--- src/rtl/sync_fifo_ctrl.sv ---
// Synchronous FIFO controller driving an external dual-port RAM with a
// 1-cycle registered read. It keeps the pointers, occupancy and error flags.
module sync_fifo_ctrl #(
  parameter int DATA_WIDTH = 8,
  parameter int RAM_DEPTH  = 16,
  parameter int ADDR_WIDTH = 4,
  parameter int AFULL_LVL  = 12
) (
  input  logic                  clk,
  input  logic                  rst_n,
  input  logic                  push,
  input  logic [DATA_WIDTH-1:0] push_data,
  input  logic                  pop,
  output logic [DATA_WIDTH-1:0] pop_data,
  output logic                  pop_valid,
  output logic                  full,
  output logic                  empty,
  output logic                  almost_full,
  output logic [ADDR_WIDTH:0]   count,
  output logic                  overflow,
  output logic                  underflow,
  input  logic                  clr_err,
  output logic                  ram_r_en,
  output logic [ADDR_WIDTH-1:0] ram_r_addr,
  input  logic [DATA_WIDTH-1:0] ram_r_data,
  output logic                  ram_w_en,
  output logic [ADDR_WIDTH-1:0] ram_w_addr,
  output logic [DATA_WIDTH-1:0] ram_w_data
);
  localparam int PW = ADDR_WIDTH + 1;

  logic [PW-1:0]         wr_ptr, rd_ptr, wr_ptr_nxt, rd_ptr_nxt, count_nxt;
  logic [ADDR_WIDTH-1:0] rd_addr, rd_prev;
  logic                  push_ok, pop_ok;

  assign push_ok = push & ~full;
  assign pop_ok  = pop & ~empty;

  assign wr_ptr_nxt = wr_ptr + PW'(push_ok);
  assign rd_ptr_nxt = rd_ptr + PW'(pop_ok);

  // Occupancy follows from the wrap-bit pointers; +1 on push only, -1 on pop only.
  assign count     = wr_ptr - rd_ptr;
  assign count_nxt = wr_ptr_nxt - rd_ptr_nxt;

  assign ram_w_en   = push_ok;
  assign ram_w_addr = wr_ptr[ADDR_WIDTH-1:0];
  assign ram_w_data = push_data;

  // The idle read address normally points at the last freed slot. With one
  // free slot left, that slot is exactly the write target. In that case the
  // address is moved to rd_addr instead, which still holds live data.
  assign rd_addr    = rd_ptr[ADDR_WIDTH-1:0];
  assign rd_prev    = rd_addr - ADDR_WIDTH'(1);
  assign ram_r_en   = pop_ok;
  assign ram_r_addr = pop_ok ? rd_addr :
                      (rd_prev == ram_w_addr) ? rd_addr : rd_prev;

  assign pop_data = ram_r_data;

  always_ff @(posedge clk or negedge rst_n) begin
    if (!rst_n) begin
      wr_ptr      <= '0;
      rd_ptr      <= '0;
      empty       <= 1'b1;
      full        <= 1'b0;
      almost_full <= 1'b0;
      pop_valid   <= 1'b0;
      overflow    <= 1'b0;
      underflow   <= 1'b0;
    end else begin
      wr_ptr      <= wr_ptr_nxt;
      rd_ptr      <= rd_ptr_nxt;
      empty       <= (count_nxt == '0);
      full        <= (count_nxt == PW'(RAM_DEPTH));
      almost_full <= (count_nxt >= PW'(AFULL_LVL));
      pop_valid   <= pop_ok;
      // A new error wins over a simultaneous clear.
      overflow    <= (push & full)  | (overflow  & ~clr_err);
      underflow   <= (pop  & empty) | (underflow & ~clr_err);
    end
  end

  a_no_rw_conflict: assert property (@(posedge clk) disable iff (!rst_n)
    ram_w_en |-> (ram_r_addr != ram_w_addr));

endmodule
--- config.mk ---
export PLATFORM = sky130hd
export DESIGN_NAME = sync_fifo_ctrl
export DESIGN_NICKNAME = d
export VERILOG_FILES = /design/src/rtl/sync_fifo_ctrl.sv
export SDC_FILE = /design/constraint.sdc
export NUM_CORES = 1
export LEC_CHECK = 0
export CAP_MARGIN = 30
export CORE_ASPECT_RATIO = 0.75
export CORE_UTILIZATION = 42
export DETAILED_ROUTE_END_ITERATION = 7
export HOLD_SLACK_MARGIN = 0.02
export MAX_ROUTING_LAYER = met4
export PLACE_DENSITY = 0.86
export SETUP_SLACK_MARGIN = 0.3
export SYNTH_ARGS = -nofsm -noshare
export SYNTH_HDL_FRONTEND = slang
export SYNTH_SLANG_ARGS = --single-unit
--- constraint.sdc ---
create_clock -name clk -period 2.9 [get_ports clk]
set_clock_uncertainty 0.2 [all_clocks]
set_input_delay 0.29 -clock clk [delete_from_list [all_inputs] [get_ports clk]]
set_output_delay 0.29 -clock clk [all_outputs]
set_load 0.1 [all_outputs]
==> metrics <==
yosys warns 0; CP endpoint kind register; Worst EP arrival ~2.7 ns; Post-synth EDFFs 0; CTS root buf clkbuf_8; Layout Utilization 0.630; critical path, cell by cell nand2b_4 -> clkinvlp_4 -> ha_4 -> ha_4 -> inv_2 -> ha_4 -> nor2b_4 -> or3_4 -> a311oi_2 -> mux2i_1; Top FF cell, synth dfrtp_1; fin crit period 2.80 ns; Mean Syn Cell Area roughly 9.6 um2; largest net degree at the start of global routing 17; Clock Latency Late Sink 0.25 ns; die area 0.00331 mm2; critical path depth 10; slowest stage cell, crit path dfstp_4; row cnt 17; area leader, netlist dfrtp_1; final setup violation count 0; vias in the first global route 1023; hold slack approximately 0.27 ns; syn_nets 170; post-DR vias/cell 5.15; CTS tree built; r2r worst-path depth 10; dpl cells 178; Initial Util 0.441; Final period util 0.965; Max transition margin 0.517; number of CTS-inserted buffers 3; DRT antenna net count 0; max-cap violations 0; first-pass GRT wire length 4.62 mm; Crit Path Max Fanout 3; initial antenna violation count 0; Mapped Area 0.00129 mm2; IO Count 58; cell family contributing the most delay on the critical path adder cells; status complete, no violations; GRT Residual Overflow 0; Critical Path Start Type register; iteration count of the initial detailed-routing pass 4; HP Class primary input to asynchronous set/reset pin; DRC viols 0; CTS clk-pin slew, worst paths 0.06 ns; WP buf/inv 2; Area contributors post-synth dfrtp_1 29%, ha_1 13%, buf_4 12%, xnor2_1 7.4%, inv_1 6.1%; total track usage 0.199; share of the synthesized area in the top cell type 0.290; Netlist cell types 34; Max Freq roughly 0.36 GHz; RSZ-0062 raised after global routing yes; core area 0.00294 mm2; wire per inst 15.9 um; chip width 66.1 um; critical path data required time 2.81 ns; Worst-Margin Slew slightly above 0.7 ns; die height 50.1 um; clock tree buffer depth 2; drt total wl approximately 3 mm; layout cell share with drive strength beyond 1 0.477; Synth Instances 135; Register Area 410 um2; total negative slack 0 ns; 1st-iter DRT viols 45; H-tree depth 1; gp weighted congestion roughly 0.84; max-slew violations 0; Filler cells 235; Buffers on Ports 25; slowest stage delay, CP 0.61 ns; Multi-input gate area 883 um2; P&R area growth vs syn 43.0%; register area share after synthesis 0.310; CP most frequent cell ha_4; most frequent cells after synthesis 21 x inv_1, 20 x buf_4, 15 x dfrtp_1, 13 x ha_1, 11 x xnor2_1; count leader, synth inv_1; Final Non-Filler Cells 191; #FFs+latches synth 16; final hold vios 0; Setup Crit Path Kind register to register; # hold bufs at CTS 0; DR vias 983; Final #Nets 189; asr flop ratio synth 1.00; Ant. Diodes 0; Num Clock Sinks 16; post-DP HPWL 2.21 mm
cell families (layout without fill, tap and decap cells):
kind of cell / Yosys count / in the layout / synth area share
muxes: 4 / 4 / 0.0309
adders and majority gates: 14 / 14 / 0.141
AOI/OAI and AO/OA: 18 / 18 / 0.0938
and+or+nand+nor: 22 / 22 / 0.101
buffers and inverters: 43 / 61 / 0.190
DFF: 16 / 16 / 0.310
xor gates and xnor gates: 18 / 18 / 0.133
sequential cells by signal, summed over array words and instances, names as in the netlist:
name and cells:
almost_full 1, underflow 1, overflow 1, wr_ptr 5, pop_valid 1, rd_ptr 5, empty 1, full 1
placed cells by master (no fill, tap or decap), types with 3 or more instances in the layout:
| cell | n |
|---|---|
| inv_1 | 17 |
| xnor2_1 | 5 |
| dfrtp_1 | 11 |
| dfrtp_2 | 4 |
| ha_4 | 5 |
| buf_4 | 24 |
| xor2_1 | 5 |
| a21o_1 | 3 |
| o21ai_0 | 4 |
| ha_1 | 7 |
| inv_2 | 3 |
| xnor2_2 | 3 |
| clkbuf_8 | 4 |
| nand3_1 | 4 |
| mux2i_1 | 3 |
| xnor2_4 | 3 |
| buf_12 | 7 |
| clkdlybuf4s50_1 | 4 |
| nand2_1 | 4 |
through the flow:
stage                     setup WS (ns)  cell area, um2
after CTS                         0.134            1750
after global placement           0.0212            1610
after detailed placement        -0.0731            1610
after floorplan                  -0.548            1430
after global routing             0.0420            1850
final                             0.103            1850
timing repair:
item                       CTS  global route
resized for setup           11            14
setup endpoints to repair    8             8
pin swaps                    7             2
buffers inserted             4             5
per-layer routing:
metal,GRT usage,routed length (um),up-vias
met1,0.216,1170,484
met2,0.350,1680,26
met5,-,0,-
li1,-,-,465
met3,0.0324,131,8
met4,0.0993,55,0
worst register-to-register path: cells and delay by family, from the launching register on:
kind                       cells  cell delay, ns
AOI/OAI and AO/OA              1            0.25
adders and majority gates      3            0.68
muxes                          1            0.11
DFF                            1            0.61
and+or+nand+nor                3            0.64
buffers and inverters          2            0.15
layout make-up:
cell class / count / area share
Clock buffer: 4 / 0.0297
Inverter: 21 / 0.0446
Multi-Input combinational cell: 76 / 0.477
Sequential cell: 16 / 0.222
Tap cell: 38 / 0.0257
Timing Repair Buffer: 36 / 0.201
worst paths after layout:
path	slack [ns]	from	end
worst max-delay path	0.10	empty$_DFF_PN1_	almost_full$_DFF_PN0_
worst min-delay path	0.27	rst_n	wr_ptr[3]$_DFF_PN0_
worst max register to register	0.10	empty$_DFF_PN1_	almost_full$_DFF_PN0_
worst min register to register	0.33	underflow$_DFF_PN0_	underflow$_DFF_PN0_
max in group asynchronous	1.73	rst_n	rd_ptr[0]$_DFF_PN0_
min in group clk	0.33	underflow$_DFF_PN0_	underflow$_DFF_PN0_
Power is left out: the tool's default activity adds up to more than one toggle a clock period on the data nets, which glitch-free logic cannot reach.
